### src/rtl/layer_vec_tx.sv
// Ping-pong vector buffer between a host writer and a streaming layer input.
// Optional sticky write-overflow flag: define LAYER_VEC_TX_OVF_EN to add port ovf.
module layer_vec_tx #(
  parameter int T = 16,
  parameter int N = 8
) (
  input  logic                clk,
  input  logic                reset,
  input  logic                wr_valid,
  output logic                wr_ready,
  input  logic signed [T-1:0] wr_data,
  output logic                m_valid,
  input  logic                m_ready,
  output logic signed [T-1:0] data_out,
  output logic                m_last,
  output logic [1:0]          full_banks
`ifdef LAYER_VEC_TX_OVF_EN
  ,
  output logic                ovf
`endif
);

  localparam int IW = (N > 1) ? $clog2(N) : 1;
  localparam logic [IW-1:0] LAST_IDX = IW'(N - 1);

  // Handshakes: a transfer happens on a rising edge where valid && ready; the
  // source holds data/valid (and m_last) stable while valid && !ready.

  logic signed [T-1:0] mem_q [2][N];

  logic [1:0]          full_q, full_d;
  logic                fill_bank_q, fill_bank_d;
  logic                drain_bank_q, drain_bank_d;
  logic [IW-1:0]       fill_idx_q, fill_idx_d;
  logic [IW-1:0]       drain_idx_q, drain_idx_d;
  logic                m_valid_q, m_valid_d;
  logic                m_last_q, m_last_d;
  logic signed [T-1:0] data_q, data_d;

  logic wr_fire, rd_fire, fill_done, drain_done, other_bank;

  assign wr_ready   = !full_q[fill_bank_q];
  assign wr_fire    = wr_valid && wr_ready;
  assign rd_fire    = m_valid_q && m_ready;
  assign fill_done  = wr_fire && (fill_idx_q == LAST_IDX);
  assign drain_done = rd_fire && (drain_idx_q == LAST_IDX);
  assign other_bank = ~drain_bank_q;

  always_comb begin
    full_d       = full_q;
    fill_bank_d  = fill_bank_q;
    fill_idx_d   = fill_idx_q;
    drain_bank_d = drain_bank_q;
    drain_idx_d  = drain_idx_q;
    m_valid_d    = m_valid_q;
    m_last_d     = m_last_q;
    data_d       = data_q;

    if (wr_fire) begin
      if (fill_done) begin
        full_d[fill_bank_q] = 1'b1;
        fill_idx_d          = '0;
        fill_bank_d         = ~fill_bank_q;
      end else begin
        fill_idx_d = fill_idx_q + IW'(1);
      end
    end

    // A completing fill is never the bank being freed, so both updates apply.
    if (drain_done) begin
      full_d[drain_bank_q] = 1'b0;
    end

    if (!m_valid_q) begin
      if (full_q[drain_bank_q]) begin
        m_valid_d   = 1'b1;
        data_d      = mem_q[drain_bank_q][0];
        m_last_d    = 1'b0;
        drain_idx_d = '0;
      end
    end else if (m_ready) begin
      if (drain_idx_q == LAST_IDX) begin
        drain_bank_d = other_bank;
        drain_idx_d  = '0;
        m_last_d     = 1'b0;
        if (full_q[other_bank]) begin
          m_valid_d = 1'b1;
          data_d    = mem_q[other_bank][0];
        end else begin
          m_valid_d = 1'b0;
        end
      end else begin
        drain_idx_d = drain_idx_q + IW'(1);
        data_d      = mem_q[drain_bank_q][drain_idx_q + IW'(1)];
        m_last_d    = ((drain_idx_q + IW'(1)) == LAST_IDX);
      end
    end
  end

  always_ff @(posedge clk) begin
    if (wr_fire) begin
      mem_q[fill_bank_q][fill_idx_q] <= wr_data;
    end
  end

  always_ff @(posedge clk or negedge reset) begin
    if (!reset) begin
      full_q       <= '0;
      fill_bank_q  <= 1'b0;
      fill_idx_q   <= '0;
      drain_bank_q <= 1'b0;
      drain_idx_q  <= '0;
      m_valid_q    <= 1'b0;
      m_last_q     <= 1'b0;
      data_q       <= '0;
    end else begin
      full_q       <= full_d;
      fill_bank_q  <= fill_bank_d;
      fill_idx_q   <= fill_idx_d;
      drain_bank_q <= drain_bank_d;
      drain_idx_q  <= drain_idx_d;
      m_valid_q    <= m_valid_d;
      m_last_q     <= m_last_d;
      data_q       <= data_d;
    end
  end

  assign m_valid    = m_valid_q;
  assign m_last     = m_last_q;
  assign data_out   = data_q;
  assign full_banks = {1'b0, full_q[0]} + {1'b0, full_q[1]};

`ifdef LAYER_VEC_TX_OVF_EN
  logic ovf_q;

  always_ff @(posedge clk or negedge reset) begin
    if (!reset) begin
      ovf_q <= 1'b0;
    end else if (wr_valid && !wr_ready) begin
      ovf_q <= 1'b1;
    end
  end

  assign ovf = ovf_q;
`else
  // Writes offered while wr_ready is low never reach wr_fire and are dropped.
`endif

endmodule

### config.mk
export PLATFORM = sky130hd
export DESIGN_NAME = layer_vec_tx
export DESIGN_NICKNAME = d
export VERILOG_FILES = /design/src/rtl/layer_vec_tx.sv
export SDC_FILE = /design/constraint.sdc
export NUM_CORES = 1
export LEC_CHECK = 0
export CORE_UTILIZATION = 30
export CTS_CLUSTER_SIZE = 25
export DETAILED_ROUTE_END_ITERATION = 8
export GPL_TIMING_DRIVEN = 0
export SYNTH_ARGS = -nofsm -noshare
export SYNTH_HDL_FRONTEND = slang
export SYNTH_SLANG_ARGS = --single-unit
### constraint.sdc
create_clock -name clk -period 3.9 [get_ports clk]
set_clock_uncertainty 0.2 [all_clocks]
set_input_delay 0.78 -clock clk [delete_from_list [all_inputs] [get_ports clk]]
set_output_delay 0.78 -clock clk [all_outputs]
set_load 0.05 [all_outputs]
# Word-level counts from Yosys, hierarchy flattened
# Memory sizes are Yosys's and may differ from the RTL's.
# Index checks and enable logic that the tools add are counted.
dict set report classes {
  reduce_logical 13
  n_lt_le_gt_ge 8
  bitwise_logic 7
  eq_ne 5
  add_sub_neg 3
  n_mux 39
}
# cell count
set ops {}
lappend ops {{128-bit 2-to-1 mux} 1}
lappend ops {{16-bit 2-to-1 mux} 8}
lappend ops {{16-bit binary-select mux with 3-bit select} 1}
lappend ops {{16-bit demux with 3-bit select} 1}
lappend ops {{1-bit 2-to-1 mux} 18}
lappend ops {{3-bit 2-to-1 mux} 5}
lappend ops {{3-bit == test, second input constant} 3}
lappend ops {{4-bit >= comparator, second input constant} 2}
lappend ops {{3-bit NOT with 4-bit output} 2}
lappend ops {{1-bit logical AND} 7}
lappend ops {{3-bit by 1-bit adder with 3-bit output, second input constant} 2}
lappend ops {{1-bit by 2-bit less-than comparator with 1-bit output, second input constant} 3}
lappend ops {{2-bit 2-to-1 mux} 3}
lappend ops {{3-bit AND reduction} 2}
lappend ops {{4-bit by 1-bit less-than comparator with 1-bit output, second input constant} 1}
lappend ops {{2-bit AND reduction} 2}
lappend ops {{3-bit by 2-bit inequality test with 1-bit output, second input constant} 1}
lappend ops {{1-bit by 1-bit adder with 2-bit output} 1}
lappend ops {{2-bit AND} 1}
lappend ops {{1-bit demux with 1-bit select} 2}
lappend ops {{1-bit >= comparator, second input constant} 2}
lappend ops {{2-bit inequality test, second input constant} 1}
lappend ops {{1-bit NOT} 2}
lappend ops {{2-bit NOT} 1}
lappend ops {{3 further kinds} 3}
dict set report word_totals {
  inputBits 20
  ram_bits 256
  register_bits 28
  word_cells 84
  mem_count 1
}
# name words width rd rd_ports_with_merged_regs wr line_no
set memory_table {}
lappend memory_table {mem_q 2 128 2 0 1 29} ;# logic signed [T-1:0] mem_q [2][N];

# Longest topological paths before layout
dict set report depth {
  ltp_word 9
  ltp_mapped 8
}

# Least setup slack after synthesis
# No wires, ideal clock.
dict set report synth_path {
  path_type {register to register}
  startpoint {reg fill_bank_q}
  endpoint {mem mem_q[0][112] (netlist name) (enable)}
  t_arrival_ns 3.720
  slack_ns -0.450
  path_buffers 1
  setup_ns 0.430
  period_less_slack_ns 4.350
  required_ns 3.270
  stages_incl_launch_ff 5
  cell_sequence {dfrtp_1 -> clkbuf_1 -> mux2i_1 -> nand2_1 -> nor4_1}
}
dict set report synth_between {
  elab_chain_cells 6
}
# item line_no
set synth_lines {}
lappend synth_lines {{start: declaration} 32} ;# logic fill_bank_q, fill_bank_d;
lappend synth_lines {{start signal: assignment} 118} ;# fill_bank_q <= fill_bank_d;
lappend synth_lines {{1-bit 2-to-1 mux (not written as such) (2 in series)} 42} ;# assign wr_ready = !full_q[fill_bank_q];
lappend synth_lines {{1-bit logical NOT} 42}
lappend synth_lines {{net wr_ready} 10} ;# output logic wr_ready,
lappend synth_lines {{1-bit logical AND} 43} ;# assign wr_fire = wr_valid && wr_ready;
lappend synth_lines {{1-bit 2-to-1 mux} 101} ;# if (wr_fire) begin
lappend synth_lines {{128-bit 2-to-1 mux (not written as such)} 102} ;# mem_q[fill_bank_q][fill_idx_q] <= wr_data;
lappend synth_lines {{end: declaration} 29}
# The timed path passes the listed nets, and every way through them passes these cells. The select of a mux whose other input is x is not followed.

# Worst setup path in the final report
dict set report layout_path {
  startpoint {reg fill_bank_q}
  endpoint {out wr_ready}
}
dict set report layout_between {
  elab_chain_cells 3
}
# item line_no
set layout_lines {}
lappend layout_lines {{1-bit 2-to-1 mux (not written as such) (2 in series)} 42}
lappend layout_lines {{1-bit logical NOT} 42}
lappend layout_lines {{end: declaration} 10}
# No other way between the ends. The select of a mux whose other input is x is not followed.

==> run summary <==
met1 Use GR: 20.2%
total gr overflow: 0
CP max FO: 8
max-slew violations: 0
count leader, synth: edfxtp_1
RePlAce Congestion: 0.832
Avg Inst Size Synth: 18.3 um2
Critical Path RT: 2920 ps
Lkg Pwr: 4.46 nW
cells after synthesis: 644
row count: 72
dpl hpwl: 20000 um
R2R Setup Slk: 580 ps
post-synthesis async set-or-reset flop share: 9.86%
global-route wire length before repair: 43500 um
post-route cell area: 14000 um2
CTS sink count: 284
met3 usage: 1.82%
#FFs+latches synth: 284
worst vdd ir: 0.000490 V
Post-synth EDFFs: 256
Setup Total Neg Slack: 0 ps
largest area contributor in the netlist: edfxtp_1
ant diodes: 0
power per cell area: 787 nW/um2
synth unique cells: 48
top post-synthesis cells by area: edfxtp_1 65%, mux4_2 11%, dfrtp_1 5.9%, a22o_1 2.4%, a31oi_1 1.8%
crit path launch type: register
final hold vios: 0
DRT antenna net count: 0
detailed-route wire length per cell: 22.4 um
Fmax: 0.276 GHz
initial antenna violation count: 1
cell area after synthesis: 11800 um2
minimum clock period: 3620 ps
final setup vio count: 0
largest net degree at the start of global routing: 29
warnings from Yosys: 0
vias in the first global route: 6654
htree depth: 1
Core Footprint: 38700 um2
Clock Tree Buf Depth: 3
clk slew on worst S/H paths: 60 ps
GR peak layer: met2
WP data arrival: 2640 ps
starting density of the core: 30.4%
DRT Pass-1 Iters: 6
Worst setup EP type: output pin
Die W: 200 um
GRT Util Overall: 14.3%
worst skew pair latency: 550 ps
Worst Hold Class: primary input to async pin
Routed WL: 28600 um
CTS tree: done
Buffers on Ports: 40
Synth Flop Type: edfxtp_1
DR iter-0 viols: 598
top-level I/O count: 41
most frequent cells after synthesis: 256 x edfxtp_1, 57 x mux4_2, 38 x nand2_1, 33 x a31oi_1, 32 x a22o_1
layout cells sized above 1: 22.0%
register area share after synthesis: 71.1%
DRC: 0
vias per cell: 5.18
setup bufs post-CTS: 0
# Max-Cap Violations: 0
vias: 6596
PostCTS Resize Cnt: 0
met2 global-route usage: 23.3%
total CTS buffers: 29
post-route clock period utilization: 92.8%
synthesized net count: 670
die area: 40100 um2
RSZ-0062 raised after global routing: false
worst relative slew slack: 44.4%
die height: 200 um
Area growth syn-to-layout: 19.0%
outcome: completed
Power, Total: 11.0 mW
worst setup path category: register to output pin
slew of the pin with the lowest slew margin: 828 ps
Yosys top cell area share: 65.2%
clock root cell: clkbuf_16
cts hold-fix bufs: 0
final net count: 761
placed cell area: 13100 um2
[per-stage QoR]
stage | worst slack [ps] | hold slack (ps) | utilization (%) | std cells
after floorplan | -450 | 270 | - | 644
after global placement | -1610 | 265 | 33.1 | 1202
after detailed placement | 424 | 271 | 33.9 | 1222
after CTS | 267 | 284 | 36.2 | 1273
after global routing | 79.9 | 81.0 | 36.2 | 1273
final | 281 | 34.4 | 36.2 | 1273
[critical path: stages (launching register included)]
cell	delay (ps)
dfrtp_1	320
clkbuf_1	340
mux2i_1	510
clkdlybuf4s50_1	900
[path summary, 6_finish.rpt]
| path | cells after the start | endpoint | from |
|---|---|---|---|
| max | 3 | wr_ready | fill_bank_q |
| min reg2reg | 1 | m_last | m_last |
| min in group clk | 1 | m_last | m_last |
| max reg2reg | 6 | mem_q[0][59] | fill_bank_q |
| max in group asynchronous | 1 | data_out[7] | reset |
| min | 1 | fill_bank_q | reset |
[sequential cells by signal, indices dropped and copies added (netlist names)]
name / count
mem_q: 256
drain_idx_q: 3
m_last: 1
drain_bank_q: 1
fill_bank_q: 1
m_valid: 1
full_q: 2
data_out: 16
fill_idx_q: 3
[layer usage]
layer,vias to the layer above,part of all wire (%),wire (um)
met5,-,0.046,13
met4,2,2.0,584
met3,47,5.6,1590
met2,224,47,13500
met1,3442,45,12800
li1,2881,-,-
[final cells by class]
class	instances	area (um2)
Clock buffer	35	748
Timing Repair Buffer	60	648
Inverter	2	7.51
Multi-Input combinational cell	311	3200
Clock inverter	16	135
Tap cell	518	648
Fill cell	3601	24700
Buffer	47	254
Sequential cell	284	8390
[layout by cell type, fill, tap and decap left out, types with 3 or more instances in the layout]
cell type,n
edfxtp_1,256
mux4_2,57
clkdlybuf4s50_1,39
nand2_1,38
a31oi_1,33
a22o_1,32
clkbuf_16,29
dfrtp_1,28
clkbuf_1,23
buf_2,19
mux2i_1,17
a21oi_1,16
o21ai_1,16
a221oi_1,16
a31o_1,13
nor2_2,12
buf_8,12
buf_4,9
mux4_1,7
ha_1,6
clkinv_1,6
buf_1,5
nor2_1,4
nand2b_1,4
nor4_2,4
o21ai_0,4
clkinv_2,4
buf_6,3
a31o_2,3
[power by group]
part | total [mW] | internal [mW] | switching, mW
sequential | 3.89 | 3.68 | 0.213
combinational | 4.54 | 1.96 | 2.58
clock | 2.60 | 1.49 | 1.11
[kinds of logic (layout without fill, tap and decap cells)]
group | count (synthesis) | after routing | share of synthesized area (%)
adders and majority gates | 6 | 6 | 0.637
DFF | 284 | 284 | 71.1
and+or+nand+nor | 77 | 77 | 3.02
AOI/OAI and AO/OA | 143 | 143 | 8.75
xor gates and xnor gates | 2 | 2 | 0.149
buffers and inverters | 49 | 160 | 2.22
muxes | 83 | 83 | 14.1
Power figures use the tool's default switching activity.
